`src/rtl/display_pkg.sv`:
```
// Shared definitions for the display scheduler.
//   state_t      : FSM encoding, also exported on the debug `state` port
//   SEL_TL/DICE  : values driven on the mux select
//   *_DEF        : default slot lengths and slot-counter width
package display_pkg;

    typedef enum logic [1:0] {
        S_TL    = 2'b00,   // traffic lights shown, auto slice running
        S_DICE  = 2'b01,   // dice shown, auto slice running
        S_HOLD  = 2'b10,   // dice shown because of a button press
        S_FORCE = 2'b11    // traffic lights locked by force_tl
    } state_t;

    localparam logic SEL_TL   = 1'b1;
    localparam logic SEL_DICE = 1'b0;

    localparam int TL_SLOT_DEF   = 16;
    localparam int DICE_SLOT_DEF = 8;
    localparam int HOLD_DEF      = 4;
    localparam int CW_DEF        = 8;

endpackage

```
`src/rtl/slot_timer.sv`:
```
// Slot counter for the display scheduler.
//   clk   : system clock, rising edge
//   rst   : asynchronous, active-low reset (count returns to 0)
//   clr   : synchronous clear, takes priority over en
//   en    : advance the count by one
//   limit : current slot length in cycles (>= 1)
//   done  : high while the count sits on the last cycle of the slot
module slot_timer #(
    parameter int CW = 8
) (
    input  logic          clk,
    input  logic          rst,
    input  logic          clr,
    input  logic          en,
    input  logic [CW-1:0] limit,
    output logic          done
);

    logic [CW-1:0] cnt_reg;

    always_ff @(posedge clk or negedge rst) begin
        if (!rst) begin
            cnt_reg <= '0;
        end else if (clr) begin
            cnt_reg <= '0;
        end else if (en) begin
            cnt_reg <= cnt_reg + CW'(1);
        end
    end

    assign done = (cnt_reg == (limit - CW'(1)));

endmodule

```
`src/rtl/display_scheduler.sv`:
```
// Owns the select line of the dice / traffic-light display mux.
//   clk         : system clock, rising edge
//   rst         : asynchronous, active-low reset
//   button_in   : roll request (synchronous, debounced upstream)
//   auto_en     : 1 = time-slice between views, 0 = traffic lights unless button
//   force_tl    : lock display on traffic lights, block the dice
//   sel         : mux select, 1 = traffic lights, 0 = dice
//   dice_button : button forwarded to the dice roller, only while dice is visible
//   switch      : one-cycle pulse on the cycle sel changes
//   state       : current FSM state for debug LEDs
module display_scheduler
    import display_pkg::*;
#(
    parameter int TL_SLOT   = TL_SLOT_DEF,
    parameter int DICE_SLOT = DICE_SLOT_DEF,
    parameter int HOLD      = HOLD_DEF,
    parameter int CW        = CW_DEF
) (
    input  logic       clk,
    input  logic       rst,
    input  logic       button_in,
    input  logic       auto_en,
    input  logic       force_tl,
    output logic       sel,
    output logic       dice_button,
    output logic       switch,
    output logic [1:0] state
);

    state_t        state_reg, state_next;
    logic          sel_reg, sel_next;
    logic          dice_button_reg;
    logic          switch_reg;
    logic          tmr_clr, tmr_en, tmr_done;
    logic [CW-1:0] tmr_limit;

    // The slot length follows the state we are currently timing.
    always_comb begin
        case (state_reg)
            S_DICE:  tmr_limit = CW'(DICE_SLOT);
            S_HOLD:  tmr_limit = CW'(HOLD);
            default: tmr_limit = CW'(TL_SLOT);
        endcase
    end

    slot_timer #(
        .CW (CW)
    ) u_slot_timer (
        .clk   (clk),
        .rst   (rst),
        .clr   (tmr_clr),
        .en    (tmr_en),
        .limit (tmr_limit),
        .done  (tmr_done)
    );

    always_ff @(posedge clk or negedge rst) begin
        if (!rst) begin
            state_reg <= S_TL;
        end else begin
            state_reg <= state_next;
        end
    end

    // Priority order in every state: force_tl, button_in, slot expiry, auto_en.
    // The counter is cleared on every state change so each slice starts at 0.
    always_comb begin
        state_next = state_reg;
        tmr_clr    = 1'b0;
        tmr_en     = 1'b0;
        case (state_reg)
            S_TL: begin
                if (force_tl) begin
                    state_next = S_FORCE;
                    tmr_clr    = 1'b1;
                end else if (button_in) begin
                    state_next = S_HOLD;
                    tmr_clr    = 1'b1;
                end else if (auto_en && tmr_done) begin
                    state_next = S_DICE;
                    tmr_clr    = 1'b1;
                end else if (auto_en) begin
                    tmr_en     = 1'b1;
                end else begin
                    tmr_clr    = 1'b1;   // manual mode: keep the slice parked at 0
                end
            end
            S_DICE: begin
                if (force_tl) begin
                    state_next = S_FORCE;
                    tmr_clr    = 1'b1;
                end else if (button_in) begin
                    state_next = S_HOLD;
                    tmr_clr    = 1'b1;
                end else if (!auto_en || tmr_done) begin
                    state_next = S_TL;
                    tmr_clr    = 1'b1;
                end else begin
                    tmr_en     = 1'b1;
                end
            end
            S_HOLD: begin
                if (force_tl) begin
                    state_next = S_FORCE;
                    tmr_clr    = 1'b1;
                end else if (button_in) begin
                    tmr_clr    = 1'b1;   // hold time counts from release
                end else if (tmr_done) begin
                    state_next = S_TL;   // always back to lights, auto or not
                    tmr_clr    = 1'b1;
                end else begin
                    tmr_en     = 1'b1;
                end
            end
            default: begin   // S_FORCE
                tmr_clr = 1'b1;
                if (!force_tl) begin
                    state_next = S_TL;
                end
            end
        endcase
    end

    assign sel_next = ((state_next == S_TL) || (state_next == S_FORCE)) ? SEL_TL : SEL_DICE;

    // Outputs are decoded from the next state so they change on the same
    // edge as the state register; dice_button can therefore never be high
    // while sel shows the traffic lights.
    always_ff @(posedge clk or negedge rst) begin
        if (!rst) begin
            sel_reg         <= SEL_TL;
            dice_button_reg <= 1'b0;
            switch_reg      <= 1'b0;
        end else begin
            sel_reg         <= sel_next;
            dice_button_reg <= button_in && ((state_next == S_DICE) || (state_next == S_HOLD));
            switch_reg      <= (sel_next != sel_reg);
        end
    end

    assign sel         = sel_reg;
    assign dice_button = dice_button_reg;
    assign switch      = switch_reg;
    assign state       = state_reg;

endmodule

```
`config.mk`:
```
export PLATFORM = sky130hd
export DESIGN_NAME = display_scheduler
export DESIGN_NICKNAME = d
export VERILOG_FILES = /design/src/rtl/display_pkg.sv /design/src/rtl/slot_timer.sv /design/src/rtl/display_scheduler.sv
export SDC_FILE = /design/constraint.sdc
export NUM_CORES = 1
export LEC_CHECK = 0
export ABC_CLOCK_PERIOD_IN_PS = 4200
export CAP_MARGIN = 15
export CORE_ASPECT_RATIO = 0.8
export CORE_MARGIN = 2
export CORE_UTILIZATION = 45
export DETAILED_ROUTE_END_ITERATION = 8
export GPL_TIMING_DRIVEN = 0
export PLACE_DENSITY = 0.77
export RECOVER_POWER = 50
export SYNTH_ARGS = -nofsm -noshare
export SYNTH_HDL_FRONTEND = slang
export SYNTH_SLANG_ARGS = --single-unit
```
`constraint.sdc`:
```
create_clock -name clk -period 4.2 [get_ports clk]
set_input_delay 0.63 -clock clk [delete_from_list [all_inputs] [get_ports clk]]
set_output_delay 0.63 -clock clk [all_outputs]
set_load 0.1 [all_outputs]
```
==> results.toml <==
[worst_setup_path]
slowest_delay_ns = 1.19
endpoint_kind = "output pin"
crit_type = "register to output pin"
reg2reg_depth = 7
cp_cell_sequence = "clkdlybuf4s50_1"
crit_fanout = 9
path_delay_family = "buffers and inverters"
r2r-end = "switch$_DFF_PN0_"
path_buf_inv = 1
crit_cells = 1
cp-start-kind = "register"
critPathArrivalTime_ns = 1.98
critPathSlowestCell = "clkdlybuf4s50_1"
reg2reg_from = "state[0]$_DFF_PN0_"
ff2ff_setup_slack_ns = 1.87
cp.required_ns = 3.57

[grt]
grt_pass1_wl_mm = 3.26
grt_pass1_vias = 737
antenna_found_initial = 0
grt_overflow_total = 0
grt_max_degree = 14
grt_use_total_pct = 18.9

[pwr]
power_frac_seq_pct = 22.8
cell_internal_pwr_w = 0.000387
p_per_area_nw_per_um2 = 791
power.leakage_nw = 0.427
clkPwrFrac_pct = 9.4
switchingPower_w = 0.000439
comb_power_share_pct = 67.8
switching_share_pct = 53.2
vdd_drop_max_mv = 0.605

[finish]
final_core_util_pct = 55.2
syn_to_final_growth_pct = 16.1
fin_area_sq_um = 1040
drive_gt1_share_pct = 10.0
num_antenna_cells = 0
nNetsFinal = 121
largest_register_ffs = 8

[floorplan]
num_rows = 14
dieWidth_microns = 54.0
die_h_microns = 44.0
pin_count = 10
die-area_sq_um = 2380
core_area_sq_um = 1890
initial_utilization_pct = 47.6

[yosys]
ys_top_cells_by_count = "12 x dfrtp_1, 9 x nor2_1, 7 x nand2_1, 7 x xnor2_1"
netlist_instances = 97
synth_nets = 107
yosysMostFrequentCell = "dfrtp_1"
synthTopCellsByArea = "dfrtp_1 33%, ha_1 7.0%, xnor2_1 6.8%"
yosysTopAreaCell = "dfrtp_1"
synth_top_area_share_pct = 33.4
synth_ff_type = "dfrtp_1"
syn_area_sq_um = 900
syn_area_per_cell_sq_um = 9.27
synth-edff-count = 0
synth_cell_type_count = 32
ys_warn_count = 0
ys_seq_area_share_pct = 36.3
ys_ff_latch = 13
async_flop_share_pct = 100

[detailed_routing]
vias_per_cell = 5.66
drtIter0Drc = 38
post_drt_wl_per_cell_microns = 13.5
num_vias = 759
first_pass_iters = 4
route.detailed.drc = 0
ant_nets = 0
routed_wl_mm = 1.81

[timing]
post-route-min-period_ns = 2.61
setup_viol = 0
fin_tns_setup_ns = 0
max_freq_ghz = 0.383
rsz0062_at_grt = "no"
fin_crit_sh_pct = 62.1
skew_ns = 0.00390
worst-slew-pin-transition_ns = 0.971
final-hold-violation-count = 0
slew_violations = 0
relSlewSlack_pct = 35.1

[clocking]
cts.sinks = 13
cts_tree = "yes"
post_cts_buffers = 0
htree_levels = 1
cts_buffers = 3
cts_buffer_depth = 2
path_clk_slew_ns = 0.08
cts_resized = 0
ctsRootBufferMaster = "clkbuf_4"
cts_hold_buf = 0
insertion_delay_ns = 0.28

[place]
dpl_cell_area_sq_um = 1020
hpwl_mm = 1.34
numPortBuffers = 9
gp_congestion = 0.878

[min_path]
hold_class = "register to register"
holdPathStages = 2
worstHoldStart = "u_slot_timer.cnt_reg[7]$_DFFE_PN0P_"
holdPathEnd = "u_slot_timer.cnt_reg[7]$_DFFE_PN0P_"

[flow_run]
maxCapViolations = 0

[status]
status = "completed"
-- worst max-delay path by stage --
stage                     slack, ns          startpoint                to
final                          1.59  state[0]$_DFF_PN0_          state[0]
after CTS                      1.59  state[1]$_DFF_PN0_          state[1]
after floorplan                1.48  state[0]$_DFF_PN0_  switch$_DFF_PN0_
after detailed placement       1.71            force_tl  switch$_DFF_PN0_
after global routing           1.53  state[0]$_DFF_PN0_          state[0]
after global placement         1.77            force_tl  switch$_DFF_PN0_
-- metal layers --
layer	global-route usage (%)	part of all wire [%]	up-vias	wire (microns)
met5	0	0	-	0
met4	3.50	0	0	0
met3	8.97	6.2	0	112
met2	29.0	46	16	840
met1	24.7	47	366	858
li1	-	-	377	-
-- power groups by stage --
stage | Sequential, W | Clock, W | Combinational, W
final | 0.000188 | 0.0000778 | 0.000560
after global routing | 0.000193 | 0.0000856 | 0.000602
after CTS | 0.000188 | 0.0000811 | 0.000563
after detailed placement | 0.000190 | 0 | 0.000561
after global placement | 0.000189 | 0 | 0.000542
after floorplan | 0.000360 | 0 | 0.000272
-- metrics by stage --
step / cells / hold WS (ns) / power, W / setup slack, ns
2_1_floorplan: 97 / 0.334 / 0.000631 / 1.48
3_3_place_gp: 130 / 0.543 / 0.000731 / 1.77
3_5_place_dp: 130 / 0.541 / 0.000751 / 1.71
4_1_cts: 134 / 0.559 / 0.000832 / 1.59
5_1_grt: 134 / 0.590 / 0.000881 / 1.53
6_report: 134 / 0.562 / 0.000826 / 1.59
-- area by class of cell --
| type | instances | area, sq um |
|---|---|---|
| fillers | 168 | 847 |
| multi-input cells | 76 | 514 |
| flip-flops and latches | 13 | 327 |
| repair buffers | 9 | 90.1 |
| plain buffers | 3 | 37.5 |
| well taps | 24 | 30.0 |
| clock buffers | 3 | 22.5 |
| inverters | 5 | 18.8 |
| clock inverters | 1 | 5.00 |
-- cell families after synthesis --
kind of cell / count (synthesis) / share of synthesized area [%]
buffers and inverters: 8 / 6.26
xor gates and xnor gates: 10 / 11.3
and+or+nand+nor: 43 / 25.9
AOI/OAI and AO/OA: 17 / 12.2
muxes: 1 / 1.11
DFF: 13 / 36.3
adders and majority gates: 5 / 6.95
-- cell usage in the layout (no fill, tap or decap), drive strengths merged, types with 3 or more instances in the layout --
master         instances
a21oi                  4
nand2                  8
nand3                  5
nand4                  4
clkdlybuf4s50          8
buf                    3
inv                    5
nor3                   4
clkbuf                 3
nor4                   5
ha                     5
nor2                   9
o21ai                  5
dfrtp                 12
xnor2                  7
-- worst register-to-register path, delay by kind of cell (launching register included) --
| family | cells | cell delay (ns) |
|---|---|---|
| buffers and inverters | 1 | 0.11 |
| AND/OR/NAND/NOR | 2 | 0.40 |
| flip-flops | 1 | 0.51 |
| multiplexers | 1 | 0.36 |
| XOR/XNOR | 2 | 0.50 |
| adder cells (fa/ha/maj) | 1 | 0.35 |
Note: power is estimated with default switching activity, not from simulation.
